==> config.mk <==
export PLATFORM = sky130hd
export DESIGN_NAME = seq_feed_ctrl
export DESIGN_NICKNAME = d
export VERILOG_FILES = /design/src/rtl/seq_feed_pkg.sv /design/src/rtl/seq_piso_reg.sv /design/src/rtl/seq_feed_ctrl.sv
export SDC_FILE = /design/constraint.sdc
export NUM_CORES = 1
export LEC_CHECK = 0
export CORE_AREA = 10 10 91 93
export DETAILED_ROUTE_END_ITERATION = 10
export DIE_AREA = 0 0 101 103
export PLACE_DENSITY = 0.73
export SLEW_MARGIN = 25
export SYNTH_ARGS = -nofsm -noshare
export SYNTH_HDL_FRONTEND = slang
export SYNTH_SLANG_ARGS = --single-unit
==> constraint.sdc <==
create_clock -name clock -period 2.3 [get_ports clock]
set_input_delay 0.46 -clock clock [delete_from_list [all_inputs] [get_ports clock]]
set_output_delay 0.46 -clock clock [all_outputs]
set_load 0.02 [all_outputs]
==> src/rtl/seq_feed_pkg.sv <==
// Shared definitions for the detector feed sequencer: state encoding,
// default word width and the match-count width derivation.
package seq_feed_pkg;

  localparam int DEF_WIDTH = 16;

  typedef enum logic [1:0] {
    IDLE  = 2'd0,
    CLEAR = 2'd1,
    SHIFT = 2'd2,
    DONE  = 2'd3
  } state_t;

  // Width needed to count from 0 up to and including w without wrapping.
  function automatic int cnt_width(input int w);
    return $clog2(w + 1);
  endfunction

endpackage

==> src/rtl/seq_piso_reg.sv <==
// Parallel-in serial-out register: loads a word, then shifts it right one
// bit per enabled clock so that q0 walks through the word LSB first.
module seq_piso_reg #(
  parameter int WIDTH = 16
) (
  input  logic             clock,
  input  logic             reset,
  input  logic             load,
  input  logic             shift,
  input  logic [WIDTH-1:0] d,
  output logic             q0
);

  logic [WIDTH-1:0] shreg;

  // Load takes priority over shift; otherwise the word is held.
  always_ff @(posedge clock or negedge reset) begin
    if (!reset) begin
      shreg <= '0;
    end else if (load) begin
      shreg <= d;
    end else if (shift) begin
      shreg <= shreg >> 1;
    end
  end

  assign q0 = shreg[0];

endmodule

==> src/rtl/seq_feed_ctrl.sv <==
// Sequencer that clears the bit-serial detector, feeds it a latched word
// LSB first, and records the detector's per-bit output as a match vector
// and a count of matches, finishing with a one-cycle done pulse.
module seq_feed_ctrl
  import seq_feed_pkg::*;
#(
  parameter int WIDTH = DEF_WIDTH,
  parameter int CNT_W = cnt_width(WIDTH)
) (
  input  logic             clock,
  input  logic             reset,
  input  logic             start,
  input  logic [WIDTH-1:0] data_in,
  output logic             busy,
  output logic             done,
  output logic             det_clr,
  output logic             det_value,
  input  logic             det_out,
  output logic [WIDTH-1:0] match_vec,
  output logic [CNT_W-1:0] match_cnt
);

  localparam int IDX_W = (WIDTH > 1) ? $clog2(WIDTH) : 1;
  localparam logic [IDX_W-1:0] LAST_IDX = IDX_W'(WIDTH - 1);

  state_t           state;
  state_t           state_nxt;
  logic             load;
  logic             shift;
  logic             q0;
  logic [IDX_W-1:0] idx;

  seq_piso_reg #(
    .WIDTH (WIDTH)
  ) u_piso (
    .clock (clock),
    .reset (reset),
    .load  (load),
    .shift (shift),
    .d     (data_in),
    .q0    (q0)
  );

  // State register.
  always_ff @(posedge clock or negedge reset) begin
    if (!reset) begin
      state <= IDLE;
    end else begin
      state <= state_nxt;
    end
  end

  // Next-state decode plus the load/shift strobes for the serialiser.
  always_comb begin
    state_nxt = state;
    load      = 1'b0;
    shift     = 1'b0;
    case (state)
      IDLE: begin
        if (start) begin
          load      = 1'b1;
          state_nxt = CLEAR;
        end
      end
      CLEAR: begin
        state_nxt = SHIFT;
      end
      SHIFT: begin
        shift = 1'b1;
        if (idx == LAST_IDX) begin
          state_nxt = DONE;
        end
      end
      DONE: begin
        state_nxt = IDLE;
      end
      default: begin
        state_nxt = IDLE;
      end
    endcase
  end

  // Status outputs are registered from the upcoming state so they line up with it.
  always_ff @(posedge clock or negedge reset) begin
    if (!reset) begin
      busy    <= 1'b0;
      done    <= 1'b0;
      det_clr <= 1'b0;
    end else begin
      busy    <= (state_nxt == CLEAR) || (state_nxt == SHIFT);
      done    <= (state_nxt == DONE);
      det_clr <= (state_nxt == CLEAR);
    end
  end

  // Capture the detector response for each fed bit; results hold until the next accepted start.
  always_ff @(posedge clock or negedge reset) begin
    if (!reset) begin
      match_vec <= '0;
      match_cnt <= '0;
      idx       <= '0;
    end else if (load) begin
      match_vec <= '0;
      match_cnt <= '0;
      idx       <= '0;
    end else if (state == SHIFT) begin
      match_vec[idx] <= det_out;
      match_cnt      <= match_cnt + CNT_W'(det_out);
      idx            <= idx + 1'b1;
    end
  end

  assign det_value = (state == SHIFT) & q0;

endmodule

==> impl_metrics.py <==
metrics = {
    "hold_path": {
        "min-delay-path-class": "primary input to async pin",
    },
    "final_layout": {
        "final_area_um2": 3090,
        "nets": 284,
        "antenna_cells": 0,
        "drive_gt1_share_pct": 18.5,
        "final_core_util_pct": 47.0,
        "synthToLayoutAreaGrowth_pct": 22.7,
    },
    "synth": {
        "synth_fp_nets": 242,
        "synth_xor_area_share_pct": 0.348,
        "ys.flop_type": "dfrtp_1",
        "ys_types": 27,
        "synth_edf_count": 0,
        "yosys-top-cells-area": "dfrtp_1, mux2i_1, a21bo_2, ha_1, nand3_1",
        "synth_top_area_cell": "dfrtp_1",
        "synthCells": 211,
        "synth_area_um2": 2520,
        "synth_compound_area_share_pct": 13.0,
        "ys_ff_latch": 46,
        "synthArstFlopShare_pct": 100,
        "yosys-top-cells-count": "dfrtp_1, mux2i_1, a21bo_2",
        "avgSynthCellArea_um2": 11.9,
        "synth_simple_gate_area_share_pct": 13.3,
        "synth.top_cell.area_share_pct": 45.7,
        "seq_area_frac_synth_pct": 45.7,
        "ys_warn_count": 0,
        "synth_fa_ha_area_share_pct": 5.47,
        "synth_top_family_by_area": "multiplexers",
        "yosys.cell_count.top_type": "dfrtp_1",
        "synthMuxAreaShare_pct": 15.2,
    },
    "clock_tree": {
        "tritoncts": "built",
        "cts_buffers": 5,
        "clock_path_buffers": 2,
        "htreeDepth": 2,
        "ctsHoldBuffers": 0,
        "clk_latency_ns": 0.30,
        "cts_root_buffer": "clkbuf_8",
        "post_cts_buffers": 0,
        "clkTransAtPathRegs_ns": 0.08,
        "cts_resized": 0,
        "cts_sinks": 46,
    },
    "power_and_ir_drop": {
        "comb_power_share_pct": 45.6,
        "irDropWorstVdd_v": 0.000467,
        "power_frac_seq_pct": 37.4,
        "clockPowerShare_pct": 17.0,
        "cellInternalPower_mw": 2.13,
        "power_switching_mw": 1.32,
        "p_leak_nw": 1.42,
        "finalPower_mw": 3.45,
        "switching_share_pct": 38.2,
        "power_density_nw_per_um2": 1120,
    },
    "global_route": {
        "grt_pass1_vias": 1799,
        "overflow": 0,
        "grt_pass1_wl_um": 8770,
        "grt.total_usage_pct": 10.4,
        "antenna_found_initial": 0,
        "grt_start_max_net_pins": 45,
    },
    "routing": {
        "wirelength_um": 5180,
        "drt_iter0_drc": 104,
        "antenna_left": 0,
        "wl_per_cell_um": 15.5,
        "drt-vias-per-instance": 5.13,
        "vias": 1714,
        "first_pass_iters": 4,
        "drc": 0,
    },
    "outcome": {
        "status": "finished clean",
    },
    "place": {
        "placed_cell_area_um2": 2980,
        "dpl.hpwl_um": 3760,
        "numPortBuffers": 44,
        "place.gp.congestion": 0.735,
    },
    "sta": {
        "tns_ns": 0,
        "hold_slack_ns": 0.110,
        "rsz0062_at_grt": "false",
        "hold_viol": 0,
        "finClkSkew_ns": 0.00399,
        "fmax_ghz": 0.466,
        "tightest_slew_ns": 0.564,
        "post-route-period-util_pct": 93.3,
        "drv_slew": 0,
        "setup_viol": 0,
        "maxSlewHeadroom_pct": 62.4,
        "fin_crit_ns": 2.15,
    },
    "setup_path": {
        "cp_top_family": "buffers and inverters",
        "end_kind": "primary output",
        "cp_num_buf_inv": 2,
        "crit_arrival_ns": 1.69,
        "crit_chain": "inv_1 -> ha_2 -> and2_1 -> clkdlybuf4s50_1",
        "cp-start-kind": "flip-flop",
        "cpPeakStageDelay_ns": 0.60,
        "cp_max_fo": 3,
        "critPathKind": "flip-flop to primary output",
        "cpMaxStageDelayCell": "clkdlybuf4s50_1",
        "required_ns": 1.84,
    },
    "die": {
        "initial_utilization_pct": 38.3,
        "die_h_um": 103,
        "io_pins": 45,
        "coreArea_um2": 6570,
        "die_area_um2": 10400,
        "rows": 30,
        "die_w_um": 101,
    },
    "flow_run": {
        "maxCapViolCount": 0,
    },
}
## cells in the final DEF (no fill, tap or decap), drive strengths merged, types with 2 or more instances in the layout
master | Yosys | layout
clkdlybuf4s50 | 0 | 43
mux2i | 34 | 34
clkbuf | 2 | 5
clkinv | 0 | 2
dfrtp | 46 | 46
nor2 | 5 | 5
o21ai | 16 | 16
a21boi | 3 | 3
ha | 11 | 11
nand3 | 16 | 16
and2 | 2 | 2
a21oi | 7 | 7
inv | 6 | 6
a21bo | 19 | 19
buf | 17 | 11
nand3b | 2 | 2
mux2 | 3 | 3
nand4b | 9 | 9
and4bb | 4 | 4
nand4 | 7 | 7
## registers in the layout (all words and copies together), names as in the netlist
| name | flops |
|---|---|
| busy | 1 |
| det_clr | 1 |
| done | 1 |
| idx | 4 |
| match_cnt | 5 |
| match_vec | 16 |
| state | 2 |
| u_piso.shreg | 16 |
## worst paths after layout
path                                              startpoint                      endpoint  slack [ns]  cells past startpoint
min in group clock              u_piso.shreg[15]$_DFFE_PN0P_  u_piso.shreg[15]$_DFFE_PN0P_        0.57                      2
worst max-delay path                      state[0]$_DFF_PN0_                     det_value        0.15                      4
worst max register to register            state[0]$_DFF_PN0_                busy$_DFF_PN0_        0.35                      7
worst min-delay path                                   reset   u_piso.shreg[8]$_DFFE_PN0P_        0.11                      1
worst min register to register  u_piso.shreg[15]$_DFFE_PN0P_  u_piso.shreg[15]$_DFFE_PN0P_        0.57                      2
max in group asynchronous                              reset      match_vec[4]$_DFFE_PN0P_        1.62                      2
## routing by layer
| layer | GRT usage (%) | wire length [um] | vias up |
|---|---|---|---|
| met5 | 0 | 0 | - |
| met4 | 4.61 | 108 | 0 |
| met3 | 3.02 | 242 | 8 |
| met2 | 17.3 | 2520 | 27 |
| met1 | 12.2 | 2310 | 833 |
| li1 | - | - | 846 |
## power by group through the flow
stage	Clock, mW	Combinational [mW]	Sequential (mW)
after floorplan	0	1.18	1.34
after global placement	0	1.56	1.30
final	0.589	1.58	1.29
after global routing	0.641	1.74	1.34
after detailed placement	0	1.60	1.31
after CTS	0.612	1.61	1.29
## through the flow
step	std cells	setup slack [ns]
floorplan	211	0.709
global placement	326	0.304
detailed placement	326	0.260
CTS	334	0.123
global route	334	0.0508
finish	334	0.154
## logic make-up after synthesis
kind of cell / after synthesis
AO/OA/AOI/OAI: 45
flip-flops: 46
multiplexers: 37
adder cells (fa/ha/maj): 11
AND/OR/NAND/NOR: 46
buffers and inverters: 25
XOR/XNOR: 1
## layout make-up
class / count / area, um2
Inverter: 6 / 22.5
Clock inverter: 3 / 40.0
Clock buffer: 5 / 68.8
Sequential cell: 46 / 1150
Timing Repair Buffer: 54 / 510
Multi-Input combinational cell: 140 / 1190
Fill cell: 592 / 3480
Tap cell: 80 / 100
No activity file was read; power rests on OpenSTA's default activity.
